$ cat src/rtl/mix_columns_seq.sv
// Column-serial AES MixColumns: one 32-bit column per clock, 4 cycles from accept to outValid.
// Result is held in DONE until outReady; inReady is high only in IDLE.
module mix_columns_seq (
  input  logic         clk,
  input  logic         rst,
  input  logic [0:127] inState,
  input  logic         inValid,
  output logic         inReady,
  output logic [0:127] outState,
  output logic         outValid,
  input  logic         outReady
);

  typedef enum logic [1:0] {IDLE, BUSY, DONE} state_t;

  state_t       state;
  state_t       next_state;
  logic [0:127] w;
  logic [1:0]   col;
  logic [31:0]  col_in;
  logic [31:0]  col_out;

  function automatic logic [7:0] xtime(input logic [7:0] a);
    return {a[6:0], 1'b0} ^ (a[7] ? 8'h1b : 8'h00);
  endfunction

  function automatic logic [7:0] mul3(input logic [7:0] a);
    return xtime(a) ^ a;
  endfunction

  // Single shared column datapath; row 0 of the column is the MSB byte of col_in.
  always_comb begin
    logic [7:0] a0, a1, a2, a3;
    col_in  = w[{col, 5'd0} +: 32];
    a0      = col_in[31:24];
    a1      = col_in[23:16];
    a2      = col_in[15:8];
    a3      = col_in[7:0];
    col_out = {xtime(a0) ^ mul3(a1) ^ a2 ^ a3,
               a0 ^ xtime(a1) ^ mul3(a2) ^ a3,
               a0 ^ a1 ^ xtime(a2) ^ mul3(a3),
               mul3(a0) ^ a1 ^ a2 ^ xtime(a3)};
  end

  always_ff @(posedge clk) begin
    if (rst) begin
      state <= IDLE;
      w     <= '0;
      col   <= 2'd0;
    end else begin
      state <= next_state;
      case (state)
        IDLE: if (inValid) begin
          w   <= inState;
          col <= 2'd0;
        end
        BUSY: begin
          w[{col, 5'd0} +: 32] <= col_out;
          col                  <= col + 2'd1;
        end
        default: ;
      endcase
    end
  end

  always_comb begin
    next_state = state;
    case (state)
      IDLE:    if (inValid) next_state = BUSY;
      BUSY:    if (col == 2'd3) next_state = DONE;
      DONE:    if (outReady) next_state = IDLE;
      default: next_state = IDLE;
    endcase
  end

  // inReady is gated by rst so a held reset never advertises acceptance.
  always_comb begin
    inReady  = (state == IDLE) && !rst;
    outValid = (state == DONE);
    outState = w;
  end

endmodule
$ cat config.mk
export PLATFORM = sky130hd
export DESIGN_NAME = mix_columns_seq
export DESIGN_NICKNAME = d
export VERILOG_FILES = /design/src/rtl/mix_columns_seq.sv
export SDC_FILE = /design/constraint.sdc
export NUM_CORES = 1
export LEC_CHECK = 0
export ABC_AREA = 1
export BUFFER_PORTS_ARGS = -buffer_cell sky130_fd_sc_hd__buf_2
export CORE_MARGIN = 2
export CORE_UTILIZATION = 40
export CTS_CLUSTER_SIZE = 12
export DETAILED_ROUTE_END_ITERATION = 16
export PLACE_DENSITY = 0.75
export SLEW_MARGIN = 0
export SYNTH_ARGS = -nofsm -noshare
export SYNTH_HDL_FRONTEND = slang
export SYNTH_SLANG_ARGS = --single-unit
$ cat constraint.sdc
create_clock -name clk -period 2.9 [get_ports clk]
set_clock_uncertainty 0.15 [all_clocks]
set_input_delay 0.87 -clock clk [delete_from_list [all_inputs] [get_ports clk]]
set_output_delay 0.87 -clock clk [all_outputs]
set_load 0.01 [all_outputs]
==> metrics, run 1 <==
# Max-Cap Violations=0; Initial Util=40.7%; DRT Pass-1 Iters=6; RePlAce Congestion=1.08; Yosys warnings=0; RSZ-0062 raised after global routing=no; I/O Buffers=~260; Mapped Avg Cell Area=5.85 um2; Worst Max-Slew Pin Slew=0.650 ns; Rows=55; clk slew on worst S/H paths=0.06 ns; Multi-input gate area=approximately 5900 um2; remaining routing DRC violations=0; first-pass GRT wire length=approximately 63000 um; Worst VDD drop=430 uV; CP top delay family=simple AND/OR/NAND/NOR gates; CP Data Required Time=3.11 ns; CP max-delay cell=dfxtp_4; sequential area share after synthesis=28.7%; vias in the first global route=11000; Setup crit start kind=flip-flop; Leak=5.54 nW; P&R area growth vs syn=22.4%; PostCTS Resize Cnt=0; Post-synth EDFFs=0; CTS tree=yes; kind of critical path=reg -> reg; clock root buffer=clkbuf_16; WP data arrival=2.72 ns; CTS sink cnt=roughly 130; Worst path max stage delay=0.38 ns; DR vias=around 12000; DP HPWL=slightly above 30000 um; Hold Crit Class=reg -> reg; Syn Inst Count=1572; remaining global-route overflow=0; ys flop type=dfxtp_1; post-CTS setup buffers=0; FF-to-FF setup slack=0.39 ns; Routed WL=around 42000 um; Final Setup Violations=0; cell mode on critical path=nand2_1; Max Clk Rate=about 400 MHz; register area=2650 um2; Routed wire per std cell=slightly above 20 um; GRT Overall Usage=33.7%; Tmin final=approximately 2.5 ns; ys async rst share=0%; outcome=complete, no violations; pin count of the biggest net entering global routing=130; CP cell instances=buf_12, nand2_1, nand3_1, nand2_2, inv_2, nand2_1, nand2_1, nand2_1, nand2_1, nand2_1, nand2_1, nand3_1, a21oi_1; Worst Path Buf+Inv=2; max-slew violations=0; Non-Filler Instances=2069; fillers=2368; final period utilization=86.6%; crit-path max FO=71; Cells after DPL=2038; CTS H-tree lvls=4; clk_lat worst skew=0.43 ns; Vias per Instance=5.91; Slew headroom=56.7%; maximum root-to-sink buffer count=2; Synth Cell Area=9190 um2; Synth Register Bits=132; power density cells=792 nW/um2; ANT nets after route=0; die area=24200 um2; Syn Nets=between 1500 and 2000; DRT iter0 DRCs=1832; Final Hold Viols=0; n_diodes=0; # IOs=262; Chip Height=~160 um; Setup Total Neg Slack=0 ns; CP endpoint kind=flip-flop; post-synth cell types=25; Fin Hold WS=0.387 ns; Core Area=about 23000 um2; TritonCTS Buffers=17; fin nets=about 1900; DIE WIDTH=around 160 um; ratio of cells with drive above 1 in the final layout=21.2%; initial antenna violation count=1; CTS Hold Bufs=0
-- worst paths after layout --
kind,start,endpoint,depth (start not counted)
worst max-delay path,col[0],outState[60],13
worst min-delay path,col[1],col[1],2
worst max register to register,col[0],outState[60],13
worst min register to register,col[1],col[1],2
-- worst min-delay path: stages, from the launching register on --
cell and delay, ns:
dfxtp_2 0.36, nand2_1 0.08, a21oi_1 0.05
-- logic make-up after synthesis --
family          synth area share [%]
simple gates                    41.0
compound gates                  21.4
buf+inv                         7.59
flops                           28.7
xor+xnor                       0.749
fa+ha+maj                      0.544
-- power by group --
part	internal [mW]	total (mW)	leakage (nW)	switching, mW
Combinational	1.15	4.17	4.15	3.02
Clock	1.39	2.33	0.294	0.946
Sequential	2.09	2.42	1.10	0.325
-- metal layers --
metal | track usage (%) | up-vias | wire (um)
met5 | 0 | - | 0
met4 | 10.6 | 0 | 1230
met3 | 8.11 | 94 | 5220
met2 | 50.5 | 802 | 18100
met1 | 47.7 | 5617 | 17100
li1 | - | 5718 | -
-- cell usage after synthesis (2+ instances only) --
cell      count  area [um2]
nand2_1     589        2210
a21oi_1     259        1300
nand3_1     182         911
dfxtp_1     132        2640
o21ai_0     130         651
clkbuf_1     68         255
nand4_1      60         375
inv_1        35         131
nand2_2      32         200
inv_2        20        75.1
buf_2        15        75.1
buf_1        11        41.3
buf_6         8        90.1
nor2_1        5        18.8
xnor2_1       5        43.8
buf_4         4        30.0
ha_1          4        50.1
nand3b_1      4        30.0
and3_1        2        12.5
o21ai_1       2        10.0
-- registers in the layout, summed over array words and instances, names as in the netlist --
name,cells
state,2
col,2
outState,128
-- stage by stage --
stage | util [%] | instance area (um2) | worst slack (ns) | power [mW]
detailed placement | 47.2 | 10600 | 0.515 | 6.45
finish | 49.9 | 11300 | 0.388 | 8.92
floorplan | - | 9190 | 0.519 | 4.90
CTS | 49.9 | 11300 | 0.493 | 8.74
global route | 49.9 | 11300 | 0.200 | 9.35
global placement | 47.2 | 10600 | 0.542 | 6.41
-- placed cells by master (no fill, tap or decap) --
cell type,n
nor2_2,3
clkinvlp_4,2
a21oi_1,259
clkbuf_16,17
ha_1,4
nand3b_1,4
dfxtp_2,1
clkinv_4,2
and3_1,2
nand2_1,589
a211oi_1,1
nand2_2,32
nor2_1,2
clkbuf_8,1
nor2_4,1
inv_2,19
bufinv_16,3
nor3_1,1
nand3_1,182
dfxtp_4,1
o21ai_1,1
clkinv_2,3
inv_1,34
inv_6,5
buf_4,21
o21ai_0,130
xor2_1,1
buf_2,261
xor2_2,1
dfxtp_1,130
buf_12,5
xnor2_1,5
nand4_1,60
o21ai_2,1
-- cell type report --
type	count	area share, %
clock buffer	18	3.90
inverter	55	1.86
clock inverter	13	1.52
timing repair buffer	287	13.9
multi-input combinational	1279	52.1
sequential	132	23.5
tap	285	3.17
No activity file was read; power rests on OpenSTA's default activity.
==> run 2, diff against run 1 <==
--- a/config.mk
+++ b/config.mk
@@ -11,7 +11,7 @@
 export CORE_UTILIZATION = 40
 export CTS_CLUSTER_SIZE = 12
 export DETAILED_ROUTE_END_ITERATION = 16
-export PLACE_DENSITY = 0.75
+export PLACE_DENSITY = 0.72
 export SLEW_MARGIN = 0
 export SYNTH_ARGS = -nofsm -noshare
 export SYNTH_HDL_FRONTEND = slang
==> run 2 against run 1 <==
  * Critical path type unchanged
  * Critical path depth is 1 higher
  * Non-clock buffer count shrank 2
  * Largest power group unchanged
  * First-iteration DRC count fell by 2.6%
  * Largest cell class unchanged
  * Critical endpoint is now outState[82]
  * Register-to-register slack lost 0.04 ns
  * Routed wire length up 1.0%
==> metrics, run 2 (synthesis gave the netlist of run 1 again) <==
maximum root-to-sink buffer count=2; RePlAce Congestion=roughly 1; # Max-Cap Violations=0; Rows=55; ANT nets after route=0; first-pass GRT wire length=63100 um; max reg flops=128; DRT iter0 DRCs=1784; Max Clk Rate=392 MHz; CP cell instances=buf_12, buf_4, nand2_1, nand3_1, nand2_2, inv_2, nand2_1, nand2_1, nand2_1, nand2_1, nand2_1, nand2_1, nand3_1, a21oi_1; clk_lat worst skew=0.44 ns; PostCTS Resize Cnt=0; # IOs=262; Final Worst Setup Slack=0.350 ns; Worst path max stage delay=0.37 ns; Core Area=about 23000 um2; outcome=complete, no violations; Hold Crit Class=reg -> reg; CP Launch Point=col[0]; crit-path max FO=74; CP endpoint kind=flip-flop; Worst Max-Slew Pin Slew=approximately 1.2 ns; pin count of the biggest net entering global routing=130; CTS sink cnt=132; FF-to-FF setup slack=about 0.35 ns; remaining global-route overflow=0; commonest non-fill, non-tap cells in the layout=nand2_1, buf_2, a21oi_1; CP max-delay cell=dfxtp_4; CTS Hold Bufs=0; ratio of cells with drive above 1 in the final layout=between 20% and 30%; TritonCTS Buffers=17; CTS H-tree lvls=4; P&R area growth vs syn=22.3%; CTS tree=yes; RSZ-0062 raised after global routing=no; remaining routing DRC violations=0; max-slew violations=0; I/O Buffers=261; worst r2r src=col[0]; Vias per Instance=5.90; DR vias=12200; R2R cell count=14; leading cell type in the layout, fill and taps excluded=nand2_1; Worst path depth=14; pre-CTS WS=0.383 ns; Leak=roughly 5.5 nW; DIE WIDTH=156 um; GRT Overall Usage=34.0%; Worst VDD drop=405 uV; WP data arrival=2.76 ns; Setup Total Neg Slack=0 ns; Worst Path Buf+Inv=3; initial antenna violation count=0; final period utilization=between 80% and 90%; Final Setup Violations=0; CP Data Required Time=just over 3 ns; n_diodes=0; clk slew on worst S/H paths=0.07 ns; Routed WL=~42000 um; Tmin final=approximately 2.5 ns; Slew headroom=20.8%; kind of critical path=reg -> reg; clock root buffer=clkbuf_16; CP top delay family=simple AND/OR/NAND/NOR gates; cell mode on critical path=nand2_1; DP HPWL=30700 um; die area=24200 um2; post-CTS setup buffers=0; Initial Util=40.7%; Chip Height=around 160 um; Routed wire per std cell=20.3 um; Hold Path Sink=outState[19]; fin nets=1906; DRT Pass-1 Iters=8; vias in the first global route=10800; Setup crit start kind=flip-flop; Worst Min Path Start=outState[19]; Final Hold Viols=0; RR Endpoint=outState[82]; Hold Path Stages=2; Overall Power=8.84 mW; power density cells=just under 800 nW/um2
==> run 2: cell count changes in the layout (fill, tap and decap cells not counted), sizes merged <==
cell,delta
inv,+5
buf,-2
bufinv,-3
clkinv,+1
clkbuf,-1
clkinvlp,-1
==> run 2: metal layers <==
metal | share of wire, % | GRT usage (%) | routed length, um | vias up
met5 | 0 | 0 | 0 | -
li1 | - | - | - | 5715
met2 | 44 | 50.6 | 18300 | 811
met1 | 40 | 47.3 | 17000 | 5578
met4 | 3.3 | 11.9 | 1400 | 0
met3 | 13 | 9.36 | 5360 | 107
==> run 2: tightest hold or removal path, stage by stage, from the launching register on <==
cell and delay, ns:
dfxtp_1 0.32, o21ai_0 0.15, a21oi_1 0.05
==> run 2: cell type report <==
type | instances | area, um2
clock buffers | 17 | 425
clock inverters | 15 | 158
fillers | 2415 | 11300
inverters | 55 | 209
multi-input cells | 1279 | 5860
flip-flops and latches | 132 | 2650
well taps | 285 | 357
repair buffers | 285 | 1590
==> run 2: stage by stage <==
stage / instances / hold WS [ns] / utilization (%) / instance area [um2]
after detailed placement: 2036 / 0.402 / 47.2 / 10700
after CTS: 2068 / 0.411 / 49.8 / 11200
final: 2068 / 0.413 / 49.8 / 11200
after global routing: 2068 / 0.450 / 49.8 / 11200
after global placement: 2036 / 0.397 / 47.2 / 10700
after floorplan: 1572 / 0.405 / - / 9190
==> run 2: where the power goes <==
part           internal (mW)  switching [mW]  leakage, nW
Clock                   1.15            1.06        0.285
Sequential              2.09           0.319         1.10
Combinational           1.16            3.05         4.16
==> run 2: how the worst max path moves through the flow <==
stage                              end  slack [ns]
final                     outState[82]        0.35
after global routing      outState[36]        0.21
after detailed placement  outState[37]        0.38
after floorplan           outState[77]        0.52
after global placement    outState[35]        0.46
after CTS                 outState[82]        0.44
